[src/rtl/demux_pkg.sv]
// Shared constants, FSM state type and slot-to-bit mapping for the 16-way
// serial-to-parallel deserializer.
package demux_pkg;

   localparam int NUM_SLOTS = 16;
   localparam int SLOT_W    = 4;

   typedef enum logic {
      IDLE  = 1'b0,
      SHIFT = 1'b1
   } state_t;

   // Slot k of a frame lands in bit k (LSB first) or bit 15-k (MSB first).
   function automatic logic [SLOT_W-1:0] map_slot(input logic [SLOT_W-1:0] slot,
                                                  input bit lsb_first);
      return lsb_first ? slot : SLOT_W'(NUM_SLOTS - 1) - slot;
   endfunction

endpackage

[src/rtl/demux16_deserializer_if.sv]
// Bit-side and word-side handshake bundle of the deserializer; the slave
// modport is the block itself, the master modport is whoever drives it.
interface demux16_deserializer_if;
   import demux_pkg::*;

   logic                  bit_in;
   logic                  bit_valid;
   logic                  sof;
   logic                  bit_ready;
   logic [NUM_SLOTS-1:0]  out_data;
   logic                  out_valid;
   logic                  out_ready;
   logic [SLOT_W-1:0]     slot;
   logic                  busy;
   logic                  frame_err;

   modport slave (
      input  bit_in, bit_valid, sof, out_ready,
      output bit_ready, out_data, out_valid, slot, busy, frame_err
   );

   modport master (
      output bit_in, bit_valid, sof, out_ready,
      input  bit_ready, out_data, out_valid, slot, busy, frame_err
   );

endinterface

[src/rtl/demux_1to16_dec.sv]
// 4-to-16 one-hot write-enable decoder: the structural mirror of the 16:1
// mux tree on the transmit side (we == en << sel).
module demux_1to16_dec
   import demux_pkg::*;
(
   input  logic [SLOT_W-1:0]    sel,
   input  logic                 en,
   output logic [NUM_SLOTS-1:0] we
);

   // NOTE: every signal written in always_comb gets a default first; a path
   // that leaves it unassigned would otherwise infer a latch.
   always_comb begin
      we      = '0;
      we[sel] = en;
   end

endmodule

[src/rtl/demux16_deserializer.sv]
// Serial-to-parallel deserializer: steers one bit per handshake into one of
// 16 word positions and presents the finished word on a valid/ready port.
module demux16_deserializer
   import demux_pkg::*;
#(
   parameter bit LSB_FIRST = 1'b1
) (
   input  logic                  clk,
   input  logic                  rst_n,
   demux16_deserializer_if.slave bus
);

   localparam logic [SLOT_W-1:0] LAST_SLOT = SLOT_W'(NUM_SLOTS - 1);

   state_t                r_state;
   state_t                w_state_nxt;
   logic [SLOT_W-1:0]     r_cnt;
   logic [SLOT_W-1:0]     w_cnt_nxt;
   logic [NUM_SLOTS-1:0]  r_shreg;
   logic [NUM_SLOTS-1:0]  w_shreg_nxt;
   logic [NUM_SLOTS-1:0]  r_out_data;
   logic                  r_out_valid;
   logic                  r_frame_err;

   logic                  w_accept;
   logic                  w_last;
   logic                  w_bit_ready;
   logic                  w_busy;
   logic                  w_write;
   logic                  w_complete;
   logic                  w_restart;
   logic [SLOT_W-1:0]     w_wr_slot;
   logic [SLOT_W-1:0]     w_wr_bit;
   logic [NUM_SLOTS-1:0]  w_we;

   assign w_accept = bus.bit_valid && w_bit_ready;

   // FSM state register.
   // NOTE: sequential state uses non-blocking assignments so every register
   // samples pre-edge values regardless of process ordering.
   always_ff @(posedge clk) begin
      if (!rst_n) begin
         r_state <= IDLE;
         r_cnt   <= '0;
      end else begin
         r_state <= w_state_nxt;
         r_cnt   <= w_cnt_nxt;
      end
   end

   // FSM next-state logic; a sof always restarts at slot 0, even on what
   // would have been the completing bit.
   always_comb begin
      w_state_nxt = r_state;
      w_cnt_nxt   = r_cnt;
      w_write     = 1'b0;
      w_complete  = 1'b0;
      w_restart   = 1'b0;
      if (w_accept) begin
         unique case (r_state)
            IDLE: begin
               if (bus.sof) begin
                  w_state_nxt = SHIFT;
                  w_cnt_nxt   = SLOT_W'(1);
                  w_write     = 1'b1;
               end
            end
            SHIFT: begin
               w_write = 1'b1;
               if (bus.sof) begin
                  w_cnt_nxt = SLOT_W'(1);
                  w_restart = 1'b1;
               end else if (r_cnt == LAST_SLOT) begin
                  w_cnt_nxt   = '0;
                  w_state_nxt = IDLE;
                  w_complete  = 1'b1;
               end else begin
                  w_cnt_nxt = r_cnt + 1'b1;
               end
            end
            default: ;
         endcase
      end
   end

   // FSM outputs; only the completing bit can stall, and only while an
   // unconsumed word would be overwritten.
   always_comb begin
      w_busy      = (r_state == SHIFT);
      w_last      = w_busy && (r_cnt == LAST_SLOT);
      w_bit_ready = !(w_last && r_out_valid && !bus.out_ready);
   end

   assign w_wr_slot = bus.sof ? '0 : r_cnt;
   assign w_wr_bit  = map_slot(w_wr_slot, LSB_FIRST);

   demux_1to16_dec u_dec (
      .sel (w_wr_bit),
      .en  (w_write),
      .we  (w_we)
   );

   assign w_shreg_nxt = (r_shreg & ~w_we) | ({NUM_SLOTS{bus.bit_in}} & w_we);

   // Datapath: shift register, output word and error pulse.
   // NOTE: the shift register is reset even though each frame rewrites all
   // 16 slots; this keeps the post-reset state fully defined.
   always_ff @(posedge clk) begin
      if (!rst_n) begin
         r_shreg     <= '0;
         r_out_data  <= '0;
         r_out_valid <= 1'b0;
         r_frame_err <= 1'b0;
      end else begin
         r_shreg     <= w_shreg_nxt;
         r_frame_err <= w_restart;
         if (w_complete) begin
            r_out_data  <= w_shreg_nxt;
            r_out_valid <= 1'b1;
         end else if (bus.out_ready) begin
            r_out_valid <= 1'b0;
         end
      end
   end

   assign bus.bit_ready = w_bit_ready;
   assign bus.out_data  = r_out_data;
   assign bus.out_valid = r_out_valid;
   assign bus.slot      = r_cnt;
   assign bus.busy      = w_busy;
   assign bus.frame_err = r_frame_err;

endmodule

[src/flat_wrapper.sv]
// flat-port wrapper written by rule: the top's interface ports become plain ports
module demux16_deserializer_flat import demux_pkg::*;
#(
   parameter bit LSB_FIRST = 1'b1
)
  (clk, rst_n, bus_bit_in, bus_bit_valid, bus_sof, bus_out_ready, bus_bit_ready, bus_out_data, bus_out_valid, bus_slot, bus_busy, bus_frame_err);
  demux16_deserializer_if bus_i ();
  input  logic clk;
  input  logic rst_n;
  input wire logic [$bits(bus_i.bit_in)-1:0] bus_bit_in;
  input wire logic [$bits(bus_i.bit_valid)-1:0] bus_bit_valid;
  input wire logic [$bits(bus_i.sof)-1:0] bus_sof;
  input wire logic [$bits(bus_i.out_ready)-1:0] bus_out_ready;
  output wire logic [$bits(bus_i.bit_ready)-1:0] bus_bit_ready;
  output wire logic [$bits(bus_i.out_data)-1:0] bus_out_data;
  output wire logic [$bits(bus_i.out_valid)-1:0] bus_out_valid;
  output wire logic [$bits(bus_i.slot)-1:0] bus_slot;
  output wire logic [$bits(bus_i.busy)-1:0] bus_busy;
  output wire logic [$bits(bus_i.frame_err)-1:0] bus_frame_err;
  assign bus_i.bit_in = bus_bit_in;
  assign bus_i.bit_valid = bus_bit_valid;
  assign bus_i.sof = bus_sof;
  assign bus_i.out_ready = bus_out_ready;
  assign bus_bit_ready = bus_i.bit_ready;
  assign bus_out_data = bus_i.out_data;
  assign bus_out_valid = bus_i.out_valid;
  assign bus_slot = bus_i.slot;
  assign bus_busy = bus_i.busy;
  assign bus_frame_err = bus_i.frame_err;
  demux16_deserializer #(.LSB_FIRST(LSB_FIRST)) u_core (.clk(clk), .rst_n(rst_n), .bus(bus_i));
endmodule
[config.mk]
export PLATFORM = sky130hd
export DESIGN_NAME = demux16_deserializer_flat
export DESIGN_NICKNAME = d
export VERILOG_FILES = /design/src/rtl/demux_pkg.sv /design/src/rtl/demux16_deserializer_if.sv /design/src/rtl/demux_1to16_dec.sv /design/src/rtl/demux16_deserializer.sv /design/src/flat_wrapper.sv
export SDC_FILE = /design/constraint.sdc
export NUM_CORES = 1
export LEC_CHECK = 0
export ABC_AREA = 1
export CAP_MARGIN = 20
export CORE_AREA = 2 2 53 92
export CTS_CLUSTER_DIAMETER = 80
export DETAILED_ROUTE_END_ITERATION = 8
export DIE_AREA = 0 0 55 94
export PLACE_DENSITY = 0.72
export SLEW_MARGIN = 5
export SYNTH_ARGS = -nofsm -noshare
export SYNTH_HDL_FRONTEND = slang
export SYNTH_SLANG_ARGS = --single-unit
export TNS_END_PERCENT = 100
[constraint.sdc]
create_clock -name clk -period 1.9 [get_ports clk]
set_input_delay 0.19 -clock clk [delete_from_list [all_inputs] [get_ports clk]]
set_output_delay 0.19 -clock clk [all_outputs]
set_load 0.005 [all_outputs]
Word level (Yosys, flattened, before mapping):

Cells that the tools add are included.

* memories: 0
* ROM bits: 0
* flip-flop bits (word level): 39
* RAM bits: 0
* logic and storage cells: 46
* bits of input ports: 6
* latch bits: 0

* multiply operators: 0
* equality and inequality tests: 2
* mux-type cells: 19
* $add $sub $neg: 1
* reduce and logical (&&, ||, !) cells: 10
* shifts and indexed selects: 0
* bitwise operators: 6
* div/mod/pow operators: 0
* order comparisons: 2

Operators by type and width (number)
* $and 16x16->16: 3
* $mux 4: 4
* $not 16->16: 1
* $or 16x16->16: 1
* $mux 1: 11
* $pmux 4 s2: 1
* $logic_and 1x1->1: 5
* $lt 4x5->1 const B: 1
* $add 4x1->4 const B: 1
* $demux 1 s4: 1
* $eq 4x4->1 const B: 1
* $ge 4x1->1 const B: 1
* $pmux 1 s2: 2
* $reduce_and 3->1: 1
* $logic_not 1->1: 2
* $ne 2x2->1 const B: 1
* $reduce_and 2->1: 1
* $reduce_bool 2->1: 1
* $not 1->1: 1

Depth between registers and ports, before layout:

* depth in word-level cells: 11
* depth in mapped cells: 11
* depth with buffers taken out: 10

Hierarchy:

A second synthesis with hierarchy kept.

* cells, all modules: 278
* area, all modules: 1883.1 sq um

By module, submodules not included
* demux16_deserializer: cells an instance 245, instances 1, area each 1742.9 sq um
* demux_1to16_dec: cells an instance 33, instances 1, area each 140.1 sq um

Worst setup path after synthesis:

Ideal clock, no wire load.

* kind: reg2reg
* start: register u_core.r_cnt[1] (netlist: u_core.bus.slot[1])
* end: register u_core.r_out_data[0] (netlist: u_core.bus.out_data[0])
* required time: 1.791 ns
* cell stages (with the launch flop): 12
* setup time: 0.109 ns
* slack: 0.307 ns
* buffers on the path: 1
* arrival: 1.484 ns
* path through: dfxtp_1 > ha_1 > nand3_4 > nor2_4 > inv_2 > nand2_4 > nor2_8 > buf_12 > nor2_1 > nor2_1 > nand2_1 > inv_1

* cells in the longest elaborated chain, start to end: 11

RTL lines
* start, declared: RTL line demux16_deserializer.sv:17 `logic [SLOT_W-1:0] r_cnt;`
* start signal, assigned: RTL line demux16_deserializer.sv:47 `r_cnt <= w_cnt_nxt;`
* $eq 4x4->1 *: RTL line demux16_deserializer.sv:90 `w_last = w_busy && (r_cnt == LAST_SLOT);`
* $logic_and 1x1->1 *: RTL line demux16_deserializer.sv:90
* $logic_and 1x1->1 * (2 in a row): RTL line demux16_deserializer.sv:91 `w_bit_ready = !(w_last && r_out_valid && !bus.out_ready);`
* $logic_not 1->1 *: RTL line demux16_deserializer.sv:91
* net bus_bit_ready: RTL line flat_wrapper.sv:14 `output wire logic [$bits(bus_i.bit_ready)-1:0] bus_bit_ready;`
* $logic_and 1x1->1 *: RTL line demux16_deserializer.sv:36 `assign w_accept = bus.bit_valid && w_bit_ready;`
* $mux 1: RTL line demux16_deserializer.sv:59 `if (w_accept) begin`
* $and 16x16->16 (no source line)
* $not 16->16: RTL line demux16_deserializer.sv:103 `assign w_shreg_nxt = (r_shreg & ~w_we) | ({NUM_SLOTS{bus.bit_in}} & w_we);`
* $and 16x16->16: RTL line demux16_deserializer.sv:103
* $or 16x16->16: RTL line demux16_deserializer.sv:103
* end signal, assigned: RTL line demux16_deserializer.sv:118 `r_out_data <= w_shreg_nxt;`
* end, declared: RTL line demux16_deserializer.sv:21 `logic [NUM_SLOTS-1:0] r_out_data;`

The timed path passes the listed nets; every way through them passes the cells marked *.
A chain may end at the register's enable or synchronous reset.

Final worst setup path:

* start: register u_core.r_cnt[1] (netlist: u_core.bus.slot[1])
* end: output bus_bit_ready

* cells in the longest elaborated chain, start to end: 5

RTL lines (RTL line)
* $eq 4x4->1: demux16_deserializer.sv:90
* $logic_and 1x1->1: demux16_deserializer.sv:90
* $logic_and 1x1->1 (2 in a row): demux16_deserializer.sv:91
* $logic_not 1->1: demux16_deserializer.sv:91
* end, declared: flat_wrapper.sv:14

No other way between the ends.

==> run_results.csv <==
group,metric,value,unit
outcome,outcome,"completed",
timing,slew_headroom,74.38,%
final_layout,multi_input_area,959.7,um2
cts,cts_tree,"yes",
logic_synthesis,yosysTopAreaCell,"dfxtp_1",
die,die-area,5170,um2
logic_synthesis,synthCells,274,
logic_synthesis,synth_common_cells,"nand2_1 (51), nor2_1 (49), nand3_1 (40)",
logic_synthesis,yosysSeqAreaShare,40.39,%
timing,max_freq,556.1,MHz
timing,setup-violations-final,0,
timing,fin_crit,1.798,ns
grt,antenna_found_initial,0,
timing,hold_viol_final,0,
logic_synthesis,synth_top_area_share,40.39,%
setup_path,crit_chain,"ha_4 -> nand3_4 -> nor2_4 -> inv_2 -> clkdlybuf4s50_1",
final_layout,seq_area,780.7,um2
grt,grt_overflow,0,
cts,cts.path.max_buffers,2,
cts,cts.sinks,39,
drt,firstDrtPassIters,4,
drt,drc_errors,0,
logic_synthesis,synth_flop_cell,"dfxtp_1",
final_layout,finalInstanceArea,2397,um2
setup_path,critPathMaxStageDelay,0.44,ns
final_layout,n_antenna_cell,0,
timing,finalClockSkew,0.004254,ns
setup_path,critPathLaunchType,"flop",
die,die_h,94,um
power,powerDensity,649.8,nW/um2
die,rows,32,
logic_synthesis,async_flop_share,0,%
grt,grt_pass1_vias,1773,
final_layout,fillers,460,
logic_synthesis,synth.most_common_cell,"nand2_1",
power,power.leakage,0.0009332,uW
drt,routed_via_density,5.177,
logic_synthesis,synth_edf_count,0,
final_layout,drive_gt1_share,9.836,%
run,max_cap_viol_count,0,
cts,numCtsBuffers,5,
cts,root_buffer,"clkbuf_8",
die,fp.coreArea,4404,um2
setup_path,worstSetupEndpointType,"primary output",
cts,clk_latency,0.29,ns
cts,clkTransAtPathRegs,0.07,ns
logic_synthesis,netlist_area,1933,um2
power,p_total,1558,uW
die,die_x,55,um
drt,drt_iter0_markers,28,
drt,ant_nets,0,
die,io_pins,30,
timing,rsz0062_at_grt,"false",
setup_path,cp_data_required_time,1.71,ns
drt,post_drt_wl_per_cell,11.89,um
drt,wl,4234,um
setup_path,critPathKind,"reg -> out",
setup_path,r2r_cells,10,
timing,worstMarginPinSlew,0.3844,ns
logic_synthesis,netlist_top_cells_area,"dfxtp_1 (40%), nand3_1 (10%), nand2_1 (9.9%)",
timing,tns,0,ns
grt,grt_pass1_wl,7417,um
timing,finalMaxSlewViolations,0,
power,irDropWorstVdd,0.6096,mV
grt,grt_max_degree,37,
logic_synthesis,yosys_register_bits,39,
hold_path,holdPathStages,2,
setup_path,crit_path_top_delay_cell,"clkdlybuf4s50_1",
timing,hold_ws,0.4710,ns
place,gp_congestion,0.7511,
place,port_buffers,29,
place,dp_hpwl,2901,um
hold_path,hold_path_class,"reg -> reg",
cts,htreeDepth,2,
final_layout,nets,311,
place,placed_cell_area,2285,um2
logic_synthesis,ys.warnings.count,0,
setup_path,arrival,1.61,ns
logic_synthesis,yosysUniqueCellTypes,26,
grt,grt_util_all_layers,19.02,%
timing,post-route-period-util,94.64,%
die,start_util,43.89,%
drt,num_vias,1843,
logic_synthesis,synth_fp_nets,281,
cts,post_cts_buffers,0,
setup_path,critPathMaxFanout,3,
final_layout,area_growth,24.01,%
final_layout,finalCoreUtilization,54.43,%
logic_synthesis,synth_area_per_cell,7.055,um2
## critical path: cells and delay by family (launching register included)
family	cells	cell delay (ns)
buffers and inverters	2	0.50
adders and majority gates	1	0.17
DFF	1	0.38
and+or+nand+nor	2	0.26
## placed cells by master, fill, tap and decap left out, drive strengths merged
master,count
a21oi,20
buf,10
clkbuf,8
clkdlybuf4s50,29
clkinv,1
dfxtp,39
ha,1
inv,23
nand2,53
nand3,41
nand3b,2
nand4,17
nor2,57
nor3,1
o21ai,2
xor2,1
## through the flow
stage	instances	setup slack (ns)
2_1_floorplan	274	0.3069
3_3_place_gp	348	0.04969
3_5_place_dp	348	0.04058
4_1_cts	356	0.004958
5_1_grt	356	0.01963
6_report	356	0.1019
## layout make-up
class,instances,area share (%)
multi-input combinational,195,40.03
sequential,39,32.57
timing repair buffer,39,16.81
clock buffer,8,4.175
inverter,24,3.758
tap,51,2.662
## logic make-up (layout without fill, tap and decap cells)
group	Yosys count	in the layout	share of synthesized area, %
buffers and inverters	40	71	10.61
xor gates and xnor gates	1	1	0.4532
DFF	39	39	40.39
AOI/OAI and AO/OA	22	22	5.696
adders and majority gates	1	1	0.6471
and+or+nand+nor	171	171	42.20
## flip-flops by register name (all words and copies together), names as in the netlist
signal,flops
u_core.bus.busy,1
u_core.bus.frame_err,1
u_core.bus.out_data,16
u_core.bus.out_valid,1
u_core.bus.slot,4
u_core.r_shreg,16
## report_power, final
group / total [uW] / internal, uW / switching (uW)
sequential: 827 / 822 / 5.34
combinational: 122 / 45.1 / 77.1
clock: 608 / 331 / 277
## layer usage
| metal | vias to the layer above | global-route usage [%] | part of all wire (%) |
|---|---|---|---|
| li1 | 949 | - | - |
| met1 | 855 | 21.88 | 43 |
| met2 | 34 | 32.44 | 53 |
| met3 | 5 | 3.822 | 3.5 |
| met4 | 0 | 8.130 | 1.3 |
| met5 | - | 0 | 0 |
## path summary, 6_finish.rpt
path	slack (ns)	startpoint	to
worst max-delay path	0.10	u_core.bus.slot[1]$_SDFFE_PN0P_	bus_bit_ready
worst max register to register	0.25	u_core.bus.slot[1]$_SDFFE_PN0P_	u_core.bus.out_data[6]$_SDFFE_PN0P_
worst min-delay path	0.47	u_core.r_shreg[8]$_SDFF_PN0_	u_core.r_shreg[8]$_SDFF_PN0_
worst min register to register	0.47	u_core.r_shreg[8]$_SDFF_PN0_	u_core.r_shreg[8]$_SDFF_PN0_
## what timing repair did
action	4_1_cts	5_1_grt
endpoints found under the hold margin	0	0
hold buffers	0	0
gates resized for setup	0	2
setup endpoints to repair	0	1
Note: power is estimated with default switching activity, not from simulation.
